===== src/rtl/disp_pkg.sv =====
`default_nettype none
// +-------------------------------------------------------------------+
// | disp_pkg : shared types and constants for the 7-seg scheduler     |
// | rev 1.0                                                           |
// +-------------------------------------------------------------------+
package disp_pkg;
  typedef logic [3:0] digit_t;

  localparam digit_t     BLANK_CODE = 4'd10;
  localparam logic [2:0] SRC_IDLE   = 3'd6;
  localparam logic [2:0] SRC_NONE   = 3'd7;
  localparam int         MAX_DEC    = 999999;

  typedef enum logic [1:0] {
    IDLE = 2'd0,
    CONV = 2'd1,
    HOLD = 2'd2
  } state_t;
endpackage
`default_nettype wire


===== src/rtl/bin2bcd_seq.sv =====
`default_nettype none
// +-------------------------------------------------------------------+
// | bin2bcd_seq : sequential shift-add-3 binary to 6-digit BCD        |
// | rev 1.0                                                           |
// +-------------------------------------------------------------------+
module bin2bcd_seq #(
  parameter int VAL_W = 20
) (
  input  logic             clk,
  input  logic             rst_n,
  input  logic             start,
  input  logic [VAL_W-1:0] bin,
  output logic             done,
  output logic [23:0]      bcd
);
  localparam int CNT_W = $clog2(VAL_W + 1);

  logic [VAL_W-1:0] r_bin;
  logic [23:0]      r_bcd;
  logic [CNT_W-1:0] r_cnt;
  logic             r_run;
  logic             r_done;
  logic [23:0]      w_adj;

  always_comb begin
    w_adj = r_bcd;
    for (int i = 0; i < 6; i++) begin
      if (r_bcd[4*i +: 4] >= 4'd5) w_adj[4*i +: 4] = r_bcd[4*i +: 4] + 4'd3;
    end
  end

  always_ff @(posedge clk) begin
    if (!rst_n) begin
      r_bin  <= '0;
      r_bcd  <= '0;
      r_cnt  <= '0;
      r_run  <= 1'b0;
      r_done <= 1'b0;
    end else begin
      r_done <= 1'b0;
      if (start) begin
        r_bin <= bin;
        r_bcd <= '0;
        r_cnt <= CNT_W'(VAL_W);
        r_run <= 1'b1;
      end else if (r_run) begin
        // Rotate rather than shift: the BCD MSB is always zero for saturated input.
        {r_bcd, r_bin} <= {w_adj[22:0], r_bin, w_adj[23]};
        r_cnt <= r_cnt - CNT_W'(1);
        if (r_cnt == CNT_W'(1)) begin
          r_run  <= 1'b0;
          r_done <= 1'b1;
        end
      end
    end
  end

  assign done = r_done;
  assign bcd  = r_bcd;
endmodule
`default_nettype wire


===== src/rtl/seg_disp_scheduler.sv =====
`default_nettype none
// +-------------------------------------------------------------------+
// | seg_disp_scheduler : time-shares the 6-digit display among reqs   |
// | rev 1.0                                                           |
// +-------------------------------------------------------------------+
module seg_disp_scheduler
  import disp_pkg::*;
#(
  parameter int NUM_REQ = 3,
  parameter int VAL_W   = 20,
  parameter int CLK_HZ  = 50_000_000,
  parameter int HOLD_MS = 2000
) (
  input  logic                     clk,
  input  logic                     rst_n,
  input  logic [NUM_REQ-1:0]       req,
  input  logic [NUM_REQ*VAL_W-1:0] req_val,
  output logic [NUM_REQ-1:0]       ack,
  input  logic                     idle_en,
  input  logic [VAL_W-1:0]         idle_val,
  output logic [31:0]              num0,
  output logic [31:0]              num1,
  output logic [31:0]              num2,
  output logic [31:0]              num3,
  output logic [31:0]              num4,
  output logic [31:0]              num5,
  output logic                     busy,
  output logic [2:0]               active_src
);
  localparam int HOLD_CYC = CLK_HZ / 1000 * HOLD_MS;
  localparam int HOLD_W   = $clog2(HOLD_CYC + 1);
  localparam int EXT_W    = (VAL_W > 20) ? VAL_W : 20;

  state_t             r_state;
  logic [NUM_REQ-1:0] r_ack;
  logic               r_busy;
  logic [2:0]         r_active;
  logic [2:0]         r_src;
  logic [VAL_W-1:0]   r_val;
  logic [VAL_W-1:0]   r_shown_idle;
  logic               r_shown_valid;
  logic               r_from_hold;
  logic               r_start;
  logic [HOLD_W-1:0]  r_hold;
  digit_t             r_dig [6];

  logic               w_any;
  logic [2:0]         w_win;
  logic [NUM_REQ-1:0] w_onehot;
  logic [VAL_W-1:0]   w_sel_val;
  logic               w_done;
  logic [23:0]        w_bcd;
  digit_t             w_fmt [6];
  logic               w_lz;
  logic               w_refresh;
  logic               w_unshow;

  function automatic logic [VAL_W-1:0] sat(input logic [VAL_W-1:0] v);
    logic [EXT_W-1:0] e;
    e = EXT_W'(v);
    if (e > EXT_W'(MAX_DEC)) return VAL_W'(EXT_W'(MAX_DEC));
    return v;
  endfunction

  always_comb begin
    w_any = 1'b0;
    w_win = 3'd0;
    for (int i = NUM_REQ - 1; i >= 0; i--) begin
      if (req[i]) begin
        w_any = 1'b1;
        w_win = 3'(i);
      end
    end
  end

  assign w_onehot  = req & (~req + NUM_REQ'(1));
  assign w_sel_val = req_val[int'(w_win)*VAL_W +: VAL_W];
  assign w_refresh = idle_en && (!r_shown_valid || (idle_val != r_shown_idle) || r_from_hold);
  assign w_unshow  = !idle_en && (r_active == SRC_IDLE);

  // Leading-zero blanking; num0 always shows a digit.
  always_comb begin
    w_lz = 1'b1;
    for (int i = 5; i >= 1; i--) begin
      if (w_bcd[4*i +: 4] != 4'd0) w_lz = 1'b0;
      w_fmt[i] = w_lz ? BLANK_CODE : w_bcd[4*i +: 4];
    end
    w_fmt[0] = w_bcd[3:0];
  end

  bin2bcd_seq #(.VAL_W(VAL_W)) u_b2b (
    .clk   (clk),
    .rst_n (rst_n),
    .start (r_start),
    .bin   (r_val),
    .done  (w_done),
    .bcd   (w_bcd)
  );

  always_ff @(posedge clk) begin
    if (!rst_n) begin
      r_state       <= IDLE;
      r_ack         <= '0;
      r_busy        <= 1'b0;
      r_active      <= SRC_NONE;
      r_src         <= SRC_NONE;
      r_val         <= '0;
      r_shown_idle  <= '0;
      r_shown_valid <= 1'b0;
      r_from_hold   <= 1'b0;
      r_start       <= 1'b0;
      r_hold        <= '0;
      for (int i = 0; i < 6; i++) r_dig[i] <= BLANK_CODE;
    end else begin
      r_ack   <= '0;
      r_start <= 1'b0;
      if (w_any && (r_state != CONV)) begin
        r_ack   <= w_onehot;
        r_val   <= sat(w_sel_val);
        r_src   <= w_win;
        r_start <= 1'b1;
        r_busy  <= 1'b1;
        r_state <= CONV;
      end else begin
        case (r_state)
          IDLE: begin
            r_from_hold <= 1'b0;
            if (w_refresh) begin
              r_val        <= sat(idle_val);
              r_shown_idle <= idle_val;
              r_src        <= SRC_IDLE;
              r_start      <= 1'b1;
              r_busy       <= 1'b1;
              r_state      <= CONV;
            end else if (w_unshow) begin
              for (int i = 0; i < 6; i++) r_dig[i] <= BLANK_CODE;
              r_active      <= SRC_NONE;
              r_shown_valid <= 1'b0;
            end
          end
          CONV: begin
            if (w_done) begin
              r_dig    <= w_fmt;
              r_active <= r_src;
              if (r_src == SRC_IDLE) begin
                r_shown_valid <= 1'b1;
                r_busy        <= 1'b0;
                r_state       <= IDLE;
              end else begin
                r_shown_valid <= 1'b0;
                r_hold        <= HOLD_W'(HOLD_CYC - 1);
                r_state       <= HOLD;
              end
            end
          end
          HOLD: begin
            if (r_hold == '0) begin
              r_busy  <= 1'b0;
              r_state <= IDLE;
              if (idle_en) begin
                r_from_hold <= 1'b1;
              end else begin
                for (int i = 0; i < 6; i++) r_dig[i] <= BLANK_CODE;
                r_active <= SRC_NONE;
              end
            end else begin
              r_hold <= r_hold - HOLD_W'(1);
            end
          end
          default: r_state <= IDLE;
        endcase
      end
    end
  end

  assign ack        = r_ack;
  assign busy       = r_busy;
  assign active_src = r_active;
  assign num0       = {28'd0, r_dig[0]};
  assign num1       = {28'd0, r_dig[1]};
  assign num2       = {28'd0, r_dig[2]};
  assign num3       = {28'd0, r_dig[3]};
  assign num4       = {28'd0, r_dig[4]};
  assign num5       = {28'd0, r_dig[5]};
endmodule
`default_nettype wire

===== config.mk =====
export PLATFORM = sky130hd
export DESIGN_NAME = seg_disp_scheduler
export DESIGN_NICKNAME = d
export VERILOG_FILES = /design/src/rtl/disp_pkg.sv /design/src/rtl/bin2bcd_seq.sv /design/src/rtl/seg_disp_scheduler.sv
export SDC_FILE = /design/constraint.sdc
export NUM_CORES = 1
export LEC_CHECK = 0
export ABC_AREA = 1
export CAP_MARGIN = 10
export CORE_MARGIN = 5
export CORE_UTILIZATION = 25
export CTS_CLUSTER_SIZE = 30
export DETAILED_ROUTE_END_ITERATION = 10
export PLACE_DENSITY = 0.46
export SYNTH_ARGS = -nofsm -noshare
export SYNTH_HDL_FRONTEND = slang
export SYNTH_SLANG_ARGS = --single-unit
export TNS_END_PERCENT = 30

===== constraint.sdc =====
create_clock -name clk -period 2.75 [get_ports clk]
set_clock_uncertainty 0.2 [all_clocks]
set_input_delay 0.55 -clock clk [delete_from_list [all_inputs] [get_ports clk]]
set_output_delay 0.55 -clock clk [all_outputs]
set_load 0.01 [all_outputs]

======== Word level (Yosys, flattened, before mapping) ========
Index checks and enable logic that the tools add are counted.
word-level totals
  flip-flop bits (word level) ............. 157
  bits in latches ......................... 0
  bits in writable memories ............... 0
  bits in read-only memories .............. 0
  bits of input ports ..................... 86
  memories kept ........................... 0
operators by class
  $add $sub $neg .......................... 9
  $mul .................................... 1
  div/mod/pow operators ................... 0
  $lt $le $gt $ge ......................... 8
  equal/unequal tests ..................... 20
  shifts and indexed selects .............. 1
  mux-type cells .......................... 87
  bitwise logic cells ..................... 5
  reduce and logical (&&, ||, !) cells .... 35
operator list
  kind                   number
  $mux 20                9
  $mux 24                5
  $mux 27                3
  $pmux 24 s3            1
  $shiftx 60x9->20       1
  $pmux 27 s2            1
  $mux 4                 11
  $gt 20x20->1 const B   2
  $mux 1                 35
  $mux 3                 10
  $logic_not 27->1       1
  $sub 27x1->27 const B  1
  $add 4x2->4 const B    6
  $ge 4x3->1 const B     6
  $reduce_bool 4->1      6
  $ne 20x20->1           1
  $ne 2x2->1 const B     8
  $reduce_and 5->1       3
  $reduce_bool 2->1      6
  $mux 2                 5
  $mux 5                 2
  $ne 3x3->1 const B     3
  $pmux 3 s3             1
  $reduce_and 3->1       3
  25 further kinds       36

======== Logic depth before layout (Yosys ltp) ========
  depth in word-level cells ............... 12
  gate-level depth with buffers ........... 16
  gate-level depth less buffers ........... 15

======== Hierarchy ========
Synthesis repeated with hierarchy kept, for this count alone.
unflattened totals
  cell total of the unflattened synthesis .. 1496
  area, all modules ....................... 9939.5 um2
modules (own cells, without submodules)
  module              instances  cells an instance  area an instance (um2)  sequential area each (um2)
  seg_disp_scheduler  1          1112               7257.0                  2122.0
  bin2bcd_seq         1          384                2682.6                  1021.0

======== Least setup slack after synthesis ========
Ideal clock, no wire load.
  path kind ............................... register -> register
  from .................................... register r_state[1]
  to ...................................... register r_hold[3]
  library setup time ...................... 0.132 ns
  arrival time ............................ 1.786 ns
  required time ........................... 2.418 ns
  slack ................................... 0.632 ns
  cell stages (with the launch flop) ...... 13
  buffers on the path ..................... 2
  clock period less this slack ............ 2.118 ns
  path through ............................ dfxtp_1 -> inv_1 -> ha_1 -> buf_2 -> inv_2 -> nor2_1 -> nor3_4 -> nand3_2 -> nand2_4 -> inv_2 -> buf_6 -> o21ai_1 -> a21oi_1
between the ends
  word-level cells in the longest chain between the ends .. 4
  elaborated cells on any way between the ends .. 11
ends and longest elaborated chain
  item                                                      RTL line                   text
  start, declared                                           seg_disp_scheduler.sv:34   state_t r_state;
  start signal, assigned                                    seg_disp_scheduler.sv:102  r_state <= IDLE;
  start signal, assigned                                    seg_disp_scheduler.sv:123  r_state <= CONV;
  start signal, assigned                                    seg_disp_scheduler.sv:134  r_state <= CONV;
  branches (longest 4 deep; another with $reduce_and 5->1)  --
  end signal, assigned                                      seg_disp_scheduler.sv:151  r_hold <= HOLD_W'(HOLD_CYC - 1);
  end signal, assigned                                      seg_disp_scheduler.sv:167  r_hold <= r_hold - HOLD_W'(1);
  end, declared                                             seg_disp_scheduler.sv:44   logic [HOLD_W-1:0] r_hold;
Several ways; the timed one is not identified.
A chain may end at the register's enable or synchronous reset.

======== Final worst setup path ========
  from .................................... input port req[0]
  to ...................................... register r_val[8]
between the ends
  word-level cells in the longest chain between the ends .. 9
  elaborated cells on any way between the ends .. 14
ends and longest elaborated chain
  item                  RTL line                   text
  start, declared       seg_disp_scheduler.sv:16   input logic [NUM_REQ-1:0] req,
  $mux 3                seg_disp_scheduler.sv:69   if (req[i]) begin
  $mul 3x3->6           seg_disp_scheduler.sv:77   assign w_sel_val = req_val[int'(w_win)*VAL_W +: VAL_W];
  $shiftx 60x9->20      seg_disp_scheduler.sv:77
  $gt 20x20->1          seg_disp_scheduler.sv:61   if (e > EXT_W'(MAX_DEC)) return VAL_W'(EXT_W'(MAX_DEC));
  $mux 1                seg_disp_scheduler.sv:61
  $mux 1                seg_disp_scheduler.sv:117  if (w_any && (r_state != CONV)) begin
  $mux 1                seg_disp_scheduler.sv:101  if (!rst_n) begin
  $mux 20               seg_disp_scheduler.sv:62   return v;
  $mux 20               seg_disp_scheduler.sv:117
  end signal, assigned  seg_disp_scheduler.sv:119  r_val <= sat(w_sel_val);
  end signal, assigned  seg_disp_scheduler.sv:129  r_val <= sat(idle_val);
  end, declared         seg_disp_scheduler.sv:39   logic [VAL_W-1:0] r_val;
Parallel ways exist; a longest one is shown, timed or not. The select of a mux whose other input is x is not followed.

==> impl_metrics.py <==
metrics = {
    "timing": {
        "setup_viol": 0,
        "worst_pin_slew_ns": 0.7655,
        "slew_viol_final": 0,
        "hold_viol": 0,
        "max_freq_mhz": 403.5,
        "hold_ws_ns": 0.2708,
        "timing.final.crit_period_ns": 2.478,
        "slew_headroom": 0.4897,
        "fin_crit_sh": 0.9012,
        "rsz0062_at_grt": "false",
    },
    "clock_tree": {
        "clkLatencyLatePin_ns": 0.45,
        "cts-hold-fix-buffers": 0,
        "clock_path_buffers": 2,
        "cts-buffers-inserted": 17,
        "cts_root_buf": "clkbuf_16",
        "cts_resized": 0,
        "cts_tree": "built",
        "cts_max_level": 4,
        "clk_pin_slew_ns": 0.07,
        "cts_setup_buffers": 0,
        "numClockSinks": 157,
    },
    "grt": {
        "grt_first_pass_wirelength_mm": 47.69,
        "grt_max_degree": 68,
        "track_usage": 0.1331,
        "grt.overflow.total": 0,
        "grt_pass1_vias": 9049,
        "antenna_found_initial": 1,
    },
    "placement": {
        "dp_cells": 2165,
        "globalplace.congestion": 0.8032,
        "portBuffers": 116,
        "hpwl_mm": 23.68,
    },
    "critical_path": {
        "crit_required_ns": 2.88,
        "cp_data_arrival_time_ns": 2.61,
        "critPathCaptureType": "flop",
        "cp_common_cell": "nand2_1",
        "startpoint_type": "input pin",
        "crit_type": "in -> reg",
        "slowest_delay_ns": 0.59,
        "crit_fanout": 14,
        "crit_chain": "clkdlybuf4s50_1, inv_2, nand2_2, nand2_1, nand3_1, o21ai_1, nor2_2, nand2_2, nor2_1, nand2_1, buf_4, nand3_2, nand3_1, nand2_1, inv_1",
        "cp_slowest_cell": "clkdlybuf4s50_1",
        "critical_path_buf_inv_count": 4,
        "cp_top_family": "simple AND/OR/NAND/NOR gates",
    },
    "logic_synthesis": {
        "yosys_warnings": 0,
        "yosysSeqAreaShare": 0.3110,
        "syn_area_per_cell_um2": 6.792,
        "synth.top_cell.area_share": 0.3110,
        "ys_top_cells_by_area": "dfxtp_1 31%, buf_4 13%, nand2_1 11%, inv_1 6.1%, a21oi_1 5.3%",
        "syn_inst": 1488,
        "ys_ff_latch": 157,
        "synth.distinct_cells": 50,
        "synth_area_leader_cell": "dfxtp_1",
        "synth_edf_count": 0,
        "syn-cell-area_um2": 10110,
        "yosys_most_used_dff": "dfxtp_1",
        "postSynth.asyncResetShare": 0,
    },
    "final_layout": {
        "stdcell_count": 2198,
        "drive_gt1_frac": 0.1154,
        "multi_input_area_um2": 5333,
        "area.growth.synth_to_final_pct": 22.67,
        "fill_cells": 4391,
        "layout.nets": 1769,
        "seq_area_um2": 3143,
    },
    "min_path": {
        "hold_class": "reg -> reg",
    },
    "drt": {
        "drc": 0,
        "via_count": 9334,
        "drt_iter0_drc": 468,
        "drt-total-wl_mm": 30.30,
        "via_per_inst": 4.247,
        "drt_first_pass_iters": 7,
        "postRouteAntennaNets": 0,
        "avgRoutedWirePerCell_um": 13.79,
    },
    "die": {
        "die_y_um": 211.1,
        "die_w_um": 211.1,
        "ios": 285,
        "die_area_um2": 44540,
        "core_um2": 39820,
        "initial_core_util": 0.2538,
        "rows": 73,
    },
    "outcome": {
        "outcome": "completed",
    },
    "power": {
        "power_leakage_nw": 5.718,
        "peakVddDrop_mv": 0.4424,
        "powerDensity_nw_per_um2": 922.6,
    },
    "run": {
        "drv_cap": 0,
    },
}
==> per-layer routing <==
| metal | routed length (µm) | vias up | GRT usage | share of wire |
|---|---|---|---|---|
| li1 | - | 4783 | - | - |
| met1 | 13900 | 4338 | 0.1729 | 0.46 |
| met2 | 14760 | 180 | 0.2263 | 0.49 |
| met3 | 1199 | 33 | 0.02599 | 0.040 |
| met4 | 443 | 0 | 0.03510 | 0.015 |
| met5 | 0 | - | 0 | 0 |
==> cell usage in the layout, fill, tap and decap left out, types with 13 or more instances in the layout <==
master and count:
a21oi_1 107, buf_4 86, clkbuf_16 17, clkdlybuf4s50_1 115, conb_1 168, dfxtp_1 157
ha_1 24, inv_1 164, nand2_1 301, nand2_2 15, nand3_1 76, nand4_1 13
nor2_1 140, nor3_1 17, o211ai_1 13, o21ai_0 94, xor2_1 18
==> cell usage after synthesis (6+ instances only) <==
cell and instances:
a21oi_1 107, a22oi_1 6, a31oi_1 9, buf_2 11, buf_4 172, buf_6 9, clkbuf_1 26, dfxtp_1 157
ha_1 24, inv_1 165, inv_2 10, nand2_1 301, nand2_2 15, nand3_1 76, nand3_2 11, nand4_1 13
nor2_1 140, nor3_1 17, o211ai_1 13, o21ai_0 94, o21ai_1 11, o221ai_1 10, or2_2 11, xor2_1 18
==> cells by family (layout without fill, tap and decap cells) <==
group / after synthesis / in the layout / synth area share
buffers and inverters: 403 / 420 / 0.2233
adders and majority gates: 24 / 24 / 0.02971
AOI/OAI and AO/OA: 275 / 275 / 0.1541
xor gates and xnor gates: 21 / 21 / 0.01820
and+or+nand+nor: 607 / 607 / 0.2632
other: 1 / 169 / 0.0003711
DFF: 157 / 157 / 0.3110
==> area by class of cell <==
type,count,area share
sequential,157,0.2535
antenna,1,0.0002019
tap,525,0.05299
timing repair buffer,210,0.1583
clock buffer,17,0.03432
multi-input combinational,1095,0.4302
clock inverter,15,0.01625
inverter,178,0.05430
==> report_power, final <==
part,internal (mW),switching [mW],leakage (nW),total (mW)
clock network,1.47,1.12,0.306,2.59
registers,2.82,0.411,1.28,3.23
logic,2.18,3.44,4.13,5.62
total,6.47,4.97,5.72,11.4
==> registers in the layout, summed over array words and instances (netlist names), 5 cells and up <==
| signal | flops |
|---|---|
| u_b2b.bcd | 24 |
| r_shown_idle | 20 |
| u_b2b.r_bin | 20 |
| r_val | 20 |
| r_hold | 27 |
| u_b2b.r_cnt | 5 |
==> worst paths after layout <==
check              startpoint               end  slack, ns  depth (start not counted)
max                    req[0]          r_val[8]       0.27                         15
min          r_shown_idle[17]  r_shown_idle[17]       0.27                          2
max reg2reg         r_hold[8]           num4[3]       0.41                          9
min reg2reg  r_shown_idle[17]  r_shown_idle[17]       0.27                          2
==> worst reg2reg max path, cell delays in order (launching register included) <==
cell,delay [ns]
dfxtp_1,0.33
nor2_1,0.23
nand2_1,0.12
nor2_2,0.20
nand3_1,0.28
nand2_1,0.20
nand2_1,0.15
buf_4,0.26
a21oi_1,0.17
o21ai_0,0.10
==> stage by stage <==
| step | TNS [ns] | total power [mW] | setup slack (ns) | utilization | area, µm² |
|---|---|---|---|---|---|
| 6_report | 0 | 11.44 | 0.2717 | 0.3113 | 12400 |
| 5_1_grt | 0 | 12.42 | 0.05070 | 0.3113 | 12400 |
| 4_1_cts | 0 | 11.54 | 0.2719 | 0.3112 | 12390 |
| 3_5_place_dp | -6.048 | 8.882 | -0.2071 | 0.2955 | 11770 |
| 3_3_place_gp | -4.612 | 8.857 | -0.1919 | 0.2955 | 11770 |
| 2_1_floorplan | 0 | 7.068 | 0.6315 | - | 10730 |
Power figures use the tool's default switching activity.
